## src/rtl/vga_palette_arbiter.sv

```systemverilog
// Palette RAM arbiter: display scan-out reads own the single RAM port; host writes
// are queued in a small FIFO and drained on free cycles, optionally only in vblank.
module vga_palette_arbiter #(
   parameter int unsigned ADDR_W     = 6,
   parameter int unsigned DATA_W     = 8,
   parameter int unsigned FIFO_DEPTH = 4,
   localparam int unsigned LVL_W     = $clog2(FIFO_DEPTH) + 1
) (
   input  logic              clk,
   input  logic              rst,
   input  logic              i_disp_req,
   input  logic [ADDR_W-1:0] i_disp_addr,
   output logic [DATA_W-1:0] o_disp_data,
   output logic              o_disp_valid,
   input  logic              i_host_wr_valid,
   output logic              o_host_wr_ready,
   input  logic [ADDR_W-1:0] i_host_wr_addr,
   input  logic [DATA_W-1:0] i_host_wr_data,
   input  logic              i_lock_en,
   input  logic              i_vblank,
   output logic              o_mem_en_c,
   output logic              o_mem_we_c,
   output logic [ADDR_W-1:0] o_mem_addr_c,
   output logic [DATA_W-1:0] o_mem_wdata_c,
   input  logic [DATA_W-1:0] i_mem_rdata,
   output logic [LVL_W-1:0]  o_fifo_level
);

   localparam int unsigned PTR_W = $clog2(FIFO_DEPTH);

   typedef struct packed {
      logic [ADDR_W-1:0] addr;
      logic [DATA_W-1:0] data;
   } wr_entry_t;

   wr_entry_t         r_fifo [FIFO_DEPTH];
   logic [PTR_W-1:0]  r_wptr;
   logic [PTR_W-1:0]  r_rptr;
   logic [LVL_W-1:0]  r_level;
   logic              r_ready;
   logic              r_rd_pend;
   logic              r_disp_valid;
   logic [DATA_W-1:0] r_disp_data;

   wr_entry_t         w_head;
   logic              w_empty;
   logic              w_drain_ok;
   logic              w_push;
   logic              w_pop;
   logic [LVL_W-1:0]  w_level_nxt;

   assign w_head = r_fifo[r_rptr];

   // Per-cycle grant: display read first, then a FIFO drain if the lock allows it.
   always_comb begin
      w_empty       = (r_level == '0);
      w_drain_ok    = !i_lock_en || i_vblank;
      w_pop         = !rst && !i_disp_req && !w_empty && w_drain_ok;
      w_push        = !rst && i_host_wr_valid && r_ready;
      o_mem_en_c    = (!rst && i_disp_req) || w_pop;
      o_mem_we_c    = w_pop;
      o_mem_addr_c  = i_disp_req ? i_disp_addr : w_head.addr;
      o_mem_wdata_c = w_head.data;
      w_level_nxt   = r_level + LVL_W'(w_push) - LVL_W'(w_pop);
   end

   // Ready is registered from the next level, so a pop never bypasses a full FIFO.
   always_ff @(posedge clk) begin
      if (rst) begin
         r_wptr       <= '0;
         r_rptr       <= '0;
         r_level      <= '0;
         r_ready      <= 1'b1;
         r_rd_pend    <= 1'b0;
         r_disp_valid <= 1'b0;
         r_disp_data  <= '0;
      end else begin
         if (w_push) r_wptr <= r_wptr + PTR_W'(1);
         if (w_pop)  r_rptr <= r_rptr + PTR_W'(1);
         r_level      <= w_level_nxt;
         r_ready      <= (w_level_nxt < LVL_W'(FIFO_DEPTH));
         r_rd_pend    <= i_disp_req;
         r_disp_valid <= r_rd_pend;
         if (r_rd_pend) r_disp_data <= i_mem_rdata;
      end
   end

   always_ff @(posedge clk) begin
      if (w_push) r_fifo[r_wptr] <= wr_entry_t'{addr: i_host_wr_addr, data: i_host_wr_data};
   end

   assign o_disp_data     = r_disp_data;
   assign o_disp_valid    = r_disp_valid;
   assign o_host_wr_ready = r_ready;
   assign o_fifo_level    = r_level;

endmodule
```

## config.mk

```make
export PLATFORM = sky130hd
export DESIGN_NAME = vga_palette_arbiter
export DESIGN_NICKNAME = d
export VERILOG_FILES = /design/src/rtl/vga_palette_arbiter.sv
export SDC_FILE = /design/constraint.sdc
export NUM_CORES = 1
export LEC_CHECK = 0
export BUFFER_PORTS_ARGS = -buffer_cell sky130_fd_sc_hd__clkbuf_2
export CORE_MARGIN = 2
export CORE_UTILIZATION = 60
export CTS_BUF_LIST = sky130_fd_sc_hd__clkbuf_4 sky130_fd_sc_hd__clkbuf_8
export DETAILED_ROUTE_END_ITERATION = 10
export PLACE_DENSITY_LB_ADDON = 0.15
export SLEW_MARGIN = 10
export SYNTH_ARGS = -nofsm -noshare
export SYNTH_HDL_FRONTEND = slang
export SYNTH_SLANG_ARGS = --single-unit
```

## constraint.sdc

```tcl
create_clock -name clk -period 4.4 [get_ports clk]
set_input_delay 0.44 -clock clk [delete_from_list [all_inputs] [get_ports clk]]
set_output_delay 0.44 -clock clk [all_outputs]
set_load 0.03 [all_outputs]
```

Yosys cells after proc, flatten, opt, wreduce, memory -nomap -nowiden
Memory sizes are Yosys's and may differ from the RTL's. A register that Yosys moved wholly into a read port is not among the register bits.
Cells that the tools add are included.
- memories: 1
- word-level logic and storage cells: 31
- bits in read-only memories: 0
- register bits: 18
- bits in writable memories: 56
- input bits: 34
- output and inout bits: 29
- latch bits: 0
- memory list (memory ; words ; bits a word ; rd ports ; clocked after Yosys merged registers in ; write ports ; line ; text):
    r_fifo ; 4 ; 14 ; 1 ; 1 ; 1 ; 36 ; wr_entry_t r_fifo [FIFO_DEPTH];
- multiplexer cells: 5
- bitwise gates (word level): 0
- shifts and indexed selects: 0
- order comparisons: 1
- reductions and logical operators: 13
- multiply operators: 0
- add/subtract/negate cells: 4
- eq/ne operators: 0
- divide/modulo/power cells: 0
- operator list (cell ; number):
    1-bit logical AND ; 6
    6-bit two-way mux ; 1
    2-bit by 1-bit adder with 2-bit output, second input constant ; 2
    1-bit logical NOT ; 4
    2-bit two-way mux ; 2
    3-bit by 1-bit adder with 3-bit output ; 1
    3-bit logical NOT ; 1
    3-bit < comparator, second input constant ; 1
    3-bit by 1-bit subtractor with 3-bit output ; 1
    1-bit logical OR ; 2
    1-bit two-way mux ; 2

Logic depth before layout (Yosys ltp)
Gate-level depths: netlist of run 1.
- depth in word-level cells: 6
- mapped depth: 10
- depth with buffers taken out: 10

Worst setup path after synthesis of run 1
No wires, ideal clock.
- path kind: input port to flip-flop
- from: input port i_disp_req
- to: register r_ready (netlist: o_host_wr_ready)
- arrival time: 2945 ps
- slack: 1332 ps
- stages on the path: 10
- buffers on the path: 1
- data required time: 4277 ps
- setup time: 123 ps
- cell sequence: buf_6 -> or2_4 -> nor3_1 -> ha_1 -> inv_1 -> ha_1 -> inv_1 -> fa_1 -> xnor2_1 -> or2_2
- word-level cells in the longest chain between the ends: 6
- RTL lines (what ; line ; text):
    from (decl) ; 11 ; input logic i_disp_req,
    1-bit logical NOT ; 58 ; w_pop = !rst && !i_disp_req && !w_empty && w_drain_ok;
    1-bit logical AND (3 in a row) ; 58 ;
    via o_mem_we_c ; 22 ; output logic o_mem_we_c,
    3-bit by 1-bit subtractor with 3-bit output ; 64 ; w_level_nxt = r_level + LVL_W'(w_push) - LVL_W'(w_pop);
    3-bit < comparator ; 81 ; r_ready <= (w_level_nxt < LVL_W'(FIFO_DEPTH));
    to (signal assigned) ; 81 ;
    to (decl) ; 40 ; logic r_ready;
The timed path passes the listed nets, and every way through them passes these cells.
A chain may end at the register's enable or synchronous reset.

==> flow_summary.yaml, run 1 <==
global_routing:
  first_global_vias: 1669
  antenna_found_initial: 0
  grt_max_degree: 22
  grt_pass1_wl_um: 7780
  overflow: 0
  gr-usage-all-layers: 0.200
finish:
  area_delta_synth_final_pct: 19.8
  num-fill-cells: 290
  seqCellArea_um2: 2080
  design_area_um2: 3510
  drive_gt1_frac: 0.385
  multi_input_comb_area_um2: 778
  antenna_cells: 0
  fin_nets: 283
place:
  dpl_cell_area_um2: 3280
  io_buffers: 62
  gp_congestion: 0.733
  dp_hpwl_um: 3370
floorplanning:
  coreArea_um2: 4720
  num_rows: 25
  io_pins: 63
  fp.dieH_um: 73.8
  die_area_um2: 5450
  initial_core_util: 0.619
  die_w_um: 73.8
timing:
  hold_viol_final: 0
  worst_slew_pin_slew_ns: 0.967
  final_max_slew_viol_count: 0
  period_share: 0.607
  rsz0062_at_grt: "false"
  relSlewSlack: 0.355
  fin_skew_ns: 0.00650
  setup_viol: 0
  fmax_ghz: 0.375
  layout_min_cycle_time_ns: 2.67
  setup_tns_ns: 0
clocking:
  htree_levels: 3
  clock-sinks: 76
  cts.path.max_buffers: 2
  path_clk_slew_ns: 0.08
  worstSkewPairLatency_ns: 0.34
  cts_tree: "yes"
  numCtsBuffers: 9
  cts_hold_buf: 0
  post_cts_resized: 0
  postCtsSetupBuffers: 0
  root_buffer: "clkbuf_8"
synth:
  synthCells: 176
  avgSynthCellArea_um2: 16.6
  synthDistinctLibCells: 27
  synthArstFlopShare: 0
  ys_seq_area_frac: 0.712
  yosysTopAreaCell: "edfxtp_1"
  synth_most_common_cell: "edfxtp_1"
  synth-edff-count: 56
  synth_flop_cell: "edfxtp_1"
  ys_ff_latch: 76
  syn_area_um2: 2930
  synth_fp_nets: 217
  synth_area_leaders: "edfxtp_1 57%, dfxtp_1 14%, mux4_2 11%, mux2i_1 3.1%, ha_1 2.6%"
  synth_top_cells_by_count: "56 x edfxtp_1, 20 x dfxtp_1, 20 x nand2_1, 14 x mux4_2, 13 x nor2_1"
  synth_top_area_frac: 0.575
  yosys_warnings: 0
routing:
  dr.first_iter.drc_count: 143
  via_count: 1661
  first_pass_iters: 4
  drc: 0
  ant_nets: 0
  wire_per_inst_um: 15.9
  drt-total-wl_um: 5000
  vias_per_cell: 5.29
outcome:
  outcome: "finished clean"
critical_path:
  end_kind: "output pin"
  path_common_cell: "nand2_1"
  path_buf_inv: 1
  path_class: "register to output pin"
  critPathTopFamily: "flip-flops"
  crit_fanout: 14
  arrival_ns: 2.23
  cp_cell_sequence: "mux4_2 > nand2_1 > nand2_1 > clkbuf_2"
  critical-path-max-stage-delay_ns: 0.96
  critPathSlowestCell: "dfxtp_1"
  crit_required_ns: 3.96
  startpoint_type: "register"
run:
  cap_viol_max_count: 0
power:
  powerDensity_nw_per_um2: 499
  leakage_nw: 1.36
  ir_drop_mv: 0.383
min_path:
  hold_class: "input pin to register"
## layout make-up
type | instances | area share
flip-flops and latches | 76 | 0.594
multi-input cells | 86 | 0.222
repair buffers | 62 | 0.0885
clock buffers | 9 | 0.0353
clock inverters | 7 | 0.0289
well taps | 67 | 0.0239
inverters | 7 | 0.00749
## final timing paths
path,cells past startpoint,from,end,slack (ns)
worst min-delay path,1,i_host_wr_data[7],r_fifo[2][7],0.31
worst min register to register,1,r_rptr[1],register,0.48
worst max register to register,9,o_fifo_level[1],o_host_wr_ready,2.03
worst max-delay path,4,register,o_mem_addr_c[4],1.73
## cells by family (layout without fill, tap and decap cells)
logic type	count (synthesis)	in the layout	synth area share
AO/OA/AOI/OAI	4	4	0.00770
XOR/XNOR	3	3	0.00898
adder cells (fa/ha/maj)	7	7	0.0325
buffers and inverters	14	85	0.0222
flip-flops	76	76	0.712
multiplexers	23	23	0.139
AND/OR/NAND/NOR	49	49	0.0783
## power by group
group	leakage (nW)	internal (W)	switching, W	total [W]
combinational	0.583	0.000115	0.000186	0.000301
sequential	0.672	0.000826	0.0000394	0.000865
clock	0.106	0.000322	0.000262	0.000584
total	1.36	0.00126	0.000487	0.00175
## per-layer routing
| layer | global-route usage | vias up | share of wire |
|---|---|---|---|
| met4 | 0.0788 | 0 | 0.014 |
| met1 | 0.252 | 816 | 0.43 |
| met3 | 0.0658 | 10 | 0.055 |
| li1 | - | 778 | - |
| met5 | 0 | - | 0 |
| met2 | 0.322 | 57 | 0.50 |
## cell usage in the layout (no fill, tap or decap), drive strengths merged
| cell | n |
|---|---|
| xor2 | 1 |
| or4 | 2 |
| o31ai | 1 |
| edfxtp | 56 |
| mux4 | 14 |
| nor3 | 2 |
| or2 | 3 |
| nor2b | 3 |
| nand3 | 1 |
| fa | 1 |
| nand2 | 20 |
| bufinv | 2 |
| inv | 7 |
| ha | 6 |
| mux2i | 9 |
| clkinvlp | 2 |
| clkinv | 3 |
| a21oi | 3 |
| xnor2 | 2 |
| nor2 | 13 |
| clkbuf | 71 |
| dfxtp | 20 |
| and2 | 4 |
| nand2b | 1 |
## stage by stage
| step | hold slack, ns | power (W) | utilization | cells | setup WS, ns |
|---|---|---|---|---|---|
| after floorplan | 0.428 | 0.00109 | - | 176 | 1.33 |
| after global placement | 0.445 | 0.00117 | 0.695 | 298 | 1.72 |
| after detailed placement | 0.468 | 0.00119 | 0.695 | 298 | 1.62 |
| after CTS | 0.297 | 0.00176 | 0.742 | 314 | 1.66 |
| after global routing | 0.294 | 0.00182 | 0.742 | 314 | 1.54 |
| final | 0.313 | 0.00175 | 0.742 | 314 | 1.73 |
## flip-flops by register name (all words and copies together) (netlist names), named ones only
register and flops:
r_fifo 56, o_disp_data 8, o_fifo_level 3, r_rptr 2, r_wptr 2, o_disp_valid 1
o_host_wr_ready 1, r_rd_pend 1
Power figures use the tool's default switching activity.
==> inputs of run 2 (changes only) <==
--- a/config.mk
+++ b/config.mk
@@ -5,9 +5,10 @@
 export SDC_FILE = /design/constraint.sdc
 export NUM_CORES = 1
 export LEC_CHECK = 0
+export ABC_AREA = 1
 export BUFFER_PORTS_ARGS = -buffer_cell sky130_fd_sc_hd__clkbuf_2
 export CORE_MARGIN = 2
-export CORE_UTILIZATION = 60
+export CORE_UTILIZATION = 56
 export CTS_BUF_LIST = sky130_fd_sc_hd__clkbuf_4 sky130_fd_sc_hd__clkbuf_8
 export DETAILED_ROUTE_END_ITERATION = 10
 export PLACE_DENSITY_LB_ADDON = 0.15
==> constraint.sdc (replaced) <==
create_clock -name clk -period 2.7 [get_ports clk]
set_input_delay 0.27 -clock clk [delete_from_list [all_inputs] [get_ports clk]]
set_output_delay 0.27 -clock clk [all_outputs]
set_load 0.03 [all_outputs]
==> run 2 against run 1 <==
Against the previous run:
- critical path depth is 2 higher
- non-clock buffer count is 8 higher
- critical path type unchanged
- final cell count is 37% higher
- critical endpoint is now o_mem_addr_c[0]
- synthesized cell count is 63% higher
- clock skew hardly changed
- die area is 11% higher
==> flow_summary.yaml, run 2 <==
outcome:
  outcome: "finished clean"
min_path:
  holdCritStartpoint: "i_host_wr_data[0]"
  holdPathStages: 1
  holdPathEnd: "r_fifo[1][0]"
  hold_class: "input pin to register"
finish:
  layout_commonest_cell: "nor2_1"
  fin_nets: 397
  final_cell_mix: "70 x nor2_1, 62 x clkbuf_2, 56 x edfxtp_1"
  drive_gt1_frac: 0.255
  top_register: "r_fifo"
  area_delta_synth_final_pct: 19.9
  largest_reg_flops: 56
  antenna_cells: 0
  fin_cells: 431
  design_area_um2: 3660
synth:
  syn_area_um2: 3060
  ys_seq_area_frac: 0.681
  synthDistinctLibCells: 22
  synth_top_area_frac: 0.550
  synth_most_common_cell: "nor2_1"
  synth-edff-count: 56
  synth_top_family_by_area: "simple AND/OR/NAND/NOR gates"
  synthArstFlopShare: 0
  synth_fp_nets: 327
  avgSynthCellArea_um2: 10.7
  synth_compound_area_frac: 0.0729
  synth_fa_ha_area_frac: 0.0311
  synth_flop_cell: "edfxtp_1"
  yosysTopAreaCell: "edfxtp_1"
  synth-simple-area-share: 0.152
  muxShareOfSynthArea: 0
  synth_top_cells_by_count: "70 x nor2_1, 56 x edfxtp_1, 45 x nand2_1, 25 x inv_1, 20 x dfxtp_1"
  ys_ff_latch: 76
  synthCells: 286
  yosys_warnings: 0
  synth_area_leaders: "edfxtp_1 55%, dfxtp_1 13%, nor2_1 8.6%, nand2_1 5.5%, inv_1 3.1%"
  synth_xor_xnor_area_share: 0.00573
floorplanning:
  fp.dieH_um: 77.9
  io_pins: 63
  coreArea_um2: 5170
  num_rows: 26
  die_area_um2: 6070
  die_w_um: 77.9
  initial_core_util: 0.591
run:
  cap_viol_max_count: 0
power:
  ir_drop_mv: 0.538
  powerDensity_nw_per_um2: 821
  leakage_nw: 1.60
routing:
  drc: 0
  wl_met3_um: 347
  dr.first_iter.drc_count: 115
  wire_per_inst_um: 13.8
  ant_nets: 0
  drt-total-wl_um: 5960
  first_pass_iters: 4
  dr_wl_met2_um: 3070
  vias_per_cell: 5.01
  met1Wirelength_um: 2400
  via_count: 2158
  top_layer: "met4"
critical_path:
  critical-path-max-stage-delay_ns: 0.70
  r2r_cells: 13
  path_buf_inv: 2
  critPathSlowestCell: "dfxtp_1"
  r2r_setup_slack_ns: 0.76
  r2r-end: "o_fifo_level[2]"
  startpoint_type: "register"
  cp_cell_sequence: "inv_2 > o21ai_0 > nand2_1 > nand2_1 > nand2_1 > clkbuf_2"
  crit_required_ns: 2.43
  critPathTopFamily: "flip-flops"
  arrival_ns: 1.97
  path_class: "register to output pin"
  crit_fanout: 22
  r2r-start: "o_fifo_level[1]"
  path_common_cell: "nand2_1"
  end_kind: "output pin"
global_routing:
  grt_pass1_wl_um: 9540
  first_global_vias: 2069
  gr-usage-all-layers: 0.211
  overflow: 0
  antenna_found_initial: 0
  grt_max_degree: 23
timing:
  setup_tns_ns: 0
  hold_viol_final: 0
  layout_min_cycle_time_ns: 2.24
  final_max_slew_viol_count: 0
  worst_slew_pin_slew_ns: 0.589
  fin_skew_ns: 0.00655
  fmax_ghz: 0.447
  rsz0062_at_grt: "false"
  period_share: 0.829
  relSlewSlack: 0.607
  setup_viol: 0
  setup_ws_ns: 0.462
clocking:
  root_buffer: "clkbuf_8"
  worstSkewPairLatency_ns: 0.34
  numCtsBuffers: 9
  cts_tree: "yes"
  clock-sinks: 76
  htree_levels: 3
  cts.path.max_buffers: 2
  post_cts_resized: 0
  path_clk_slew_ns: 0.08
  cts_hold_buf: 0
  postCtsSetupBuffers: 0
place:
  place_ws_ns: 0.663
  dpl_cell_area_um2: 3440
  dp_hpwl_um: 3990
  gp_congestion: 0.769
  io_buffers: 62
  dp.cells: 415
run 2: cell families after synthesis:
| kind of cell | Yosys count |
|---|---|
| AO/OA/AOI/OAI | 42 |
| adder cells (fa/ha/maj) | 7 |
| buffers and inverters | 39 |
| flip-flops | 76 |
| AND/OR/NAND/NOR | 120 |
| XOR/XNOR | 2 |
run 2: how the worst max path moves through the flow:
stage                               start               to  slack, ns  depth (start not counted)
after floorplan           o_fifo_level[1]  o_fifo_level[2]       0.46                         13
after global placement         i_disp_req  o_fifo_level[2]       0.72                         13
after detailed placement       i_disp_req  o_fifo_level[2]       0.66                         13
after CTS                        register  o_mem_addr_c[0]       0.43                          6
after global routing             register  o_mem_addr_c[0]       0.23                          6
final                            register  o_mem_addr_c[0]       0.46                          6
run 2: per-stage QoR:
step                      hold slack, ns  power, W   util
final                              0.137   0.00301  0.708
after global routing               0.126   0.00316  0.708
after CTS                          0.131   0.00303  0.708
after detailed placement           0.480   0.00211  0.666
after global placement             0.467   0.00209  0.666
after floorplan                    0.369   0.00191      -
run 2: routing by layer:
layer | GRT usage | vias to the layer above
met5 | 0 | -
met4 | 0.109 | 0
met3 | 0.0430 | 12
met2 | 0.359 | 72
met1 | 0.252 | 993
li1 | - | 1081
run 2: power by group:
group	switching, W	internal, W
Clock	0.000404	0.000531
Sequential	0.0000565	0.00135
Combinational	0.000462	0.000205
Total	0.000923	0.00209
run 2: area by class of cell:
type / count / area, um2
Inverter: 28 / 105
Tap cell: 70 / 87.6
Clock buffer: 10 / 131
Timing Repair Buffer: 70 / 370
Multi-Input combinational cell: 171 / 800
Sequential cell: 76 / 2080
Fill cell: 389 / 1510
Clock inverter: 6 / 87.6
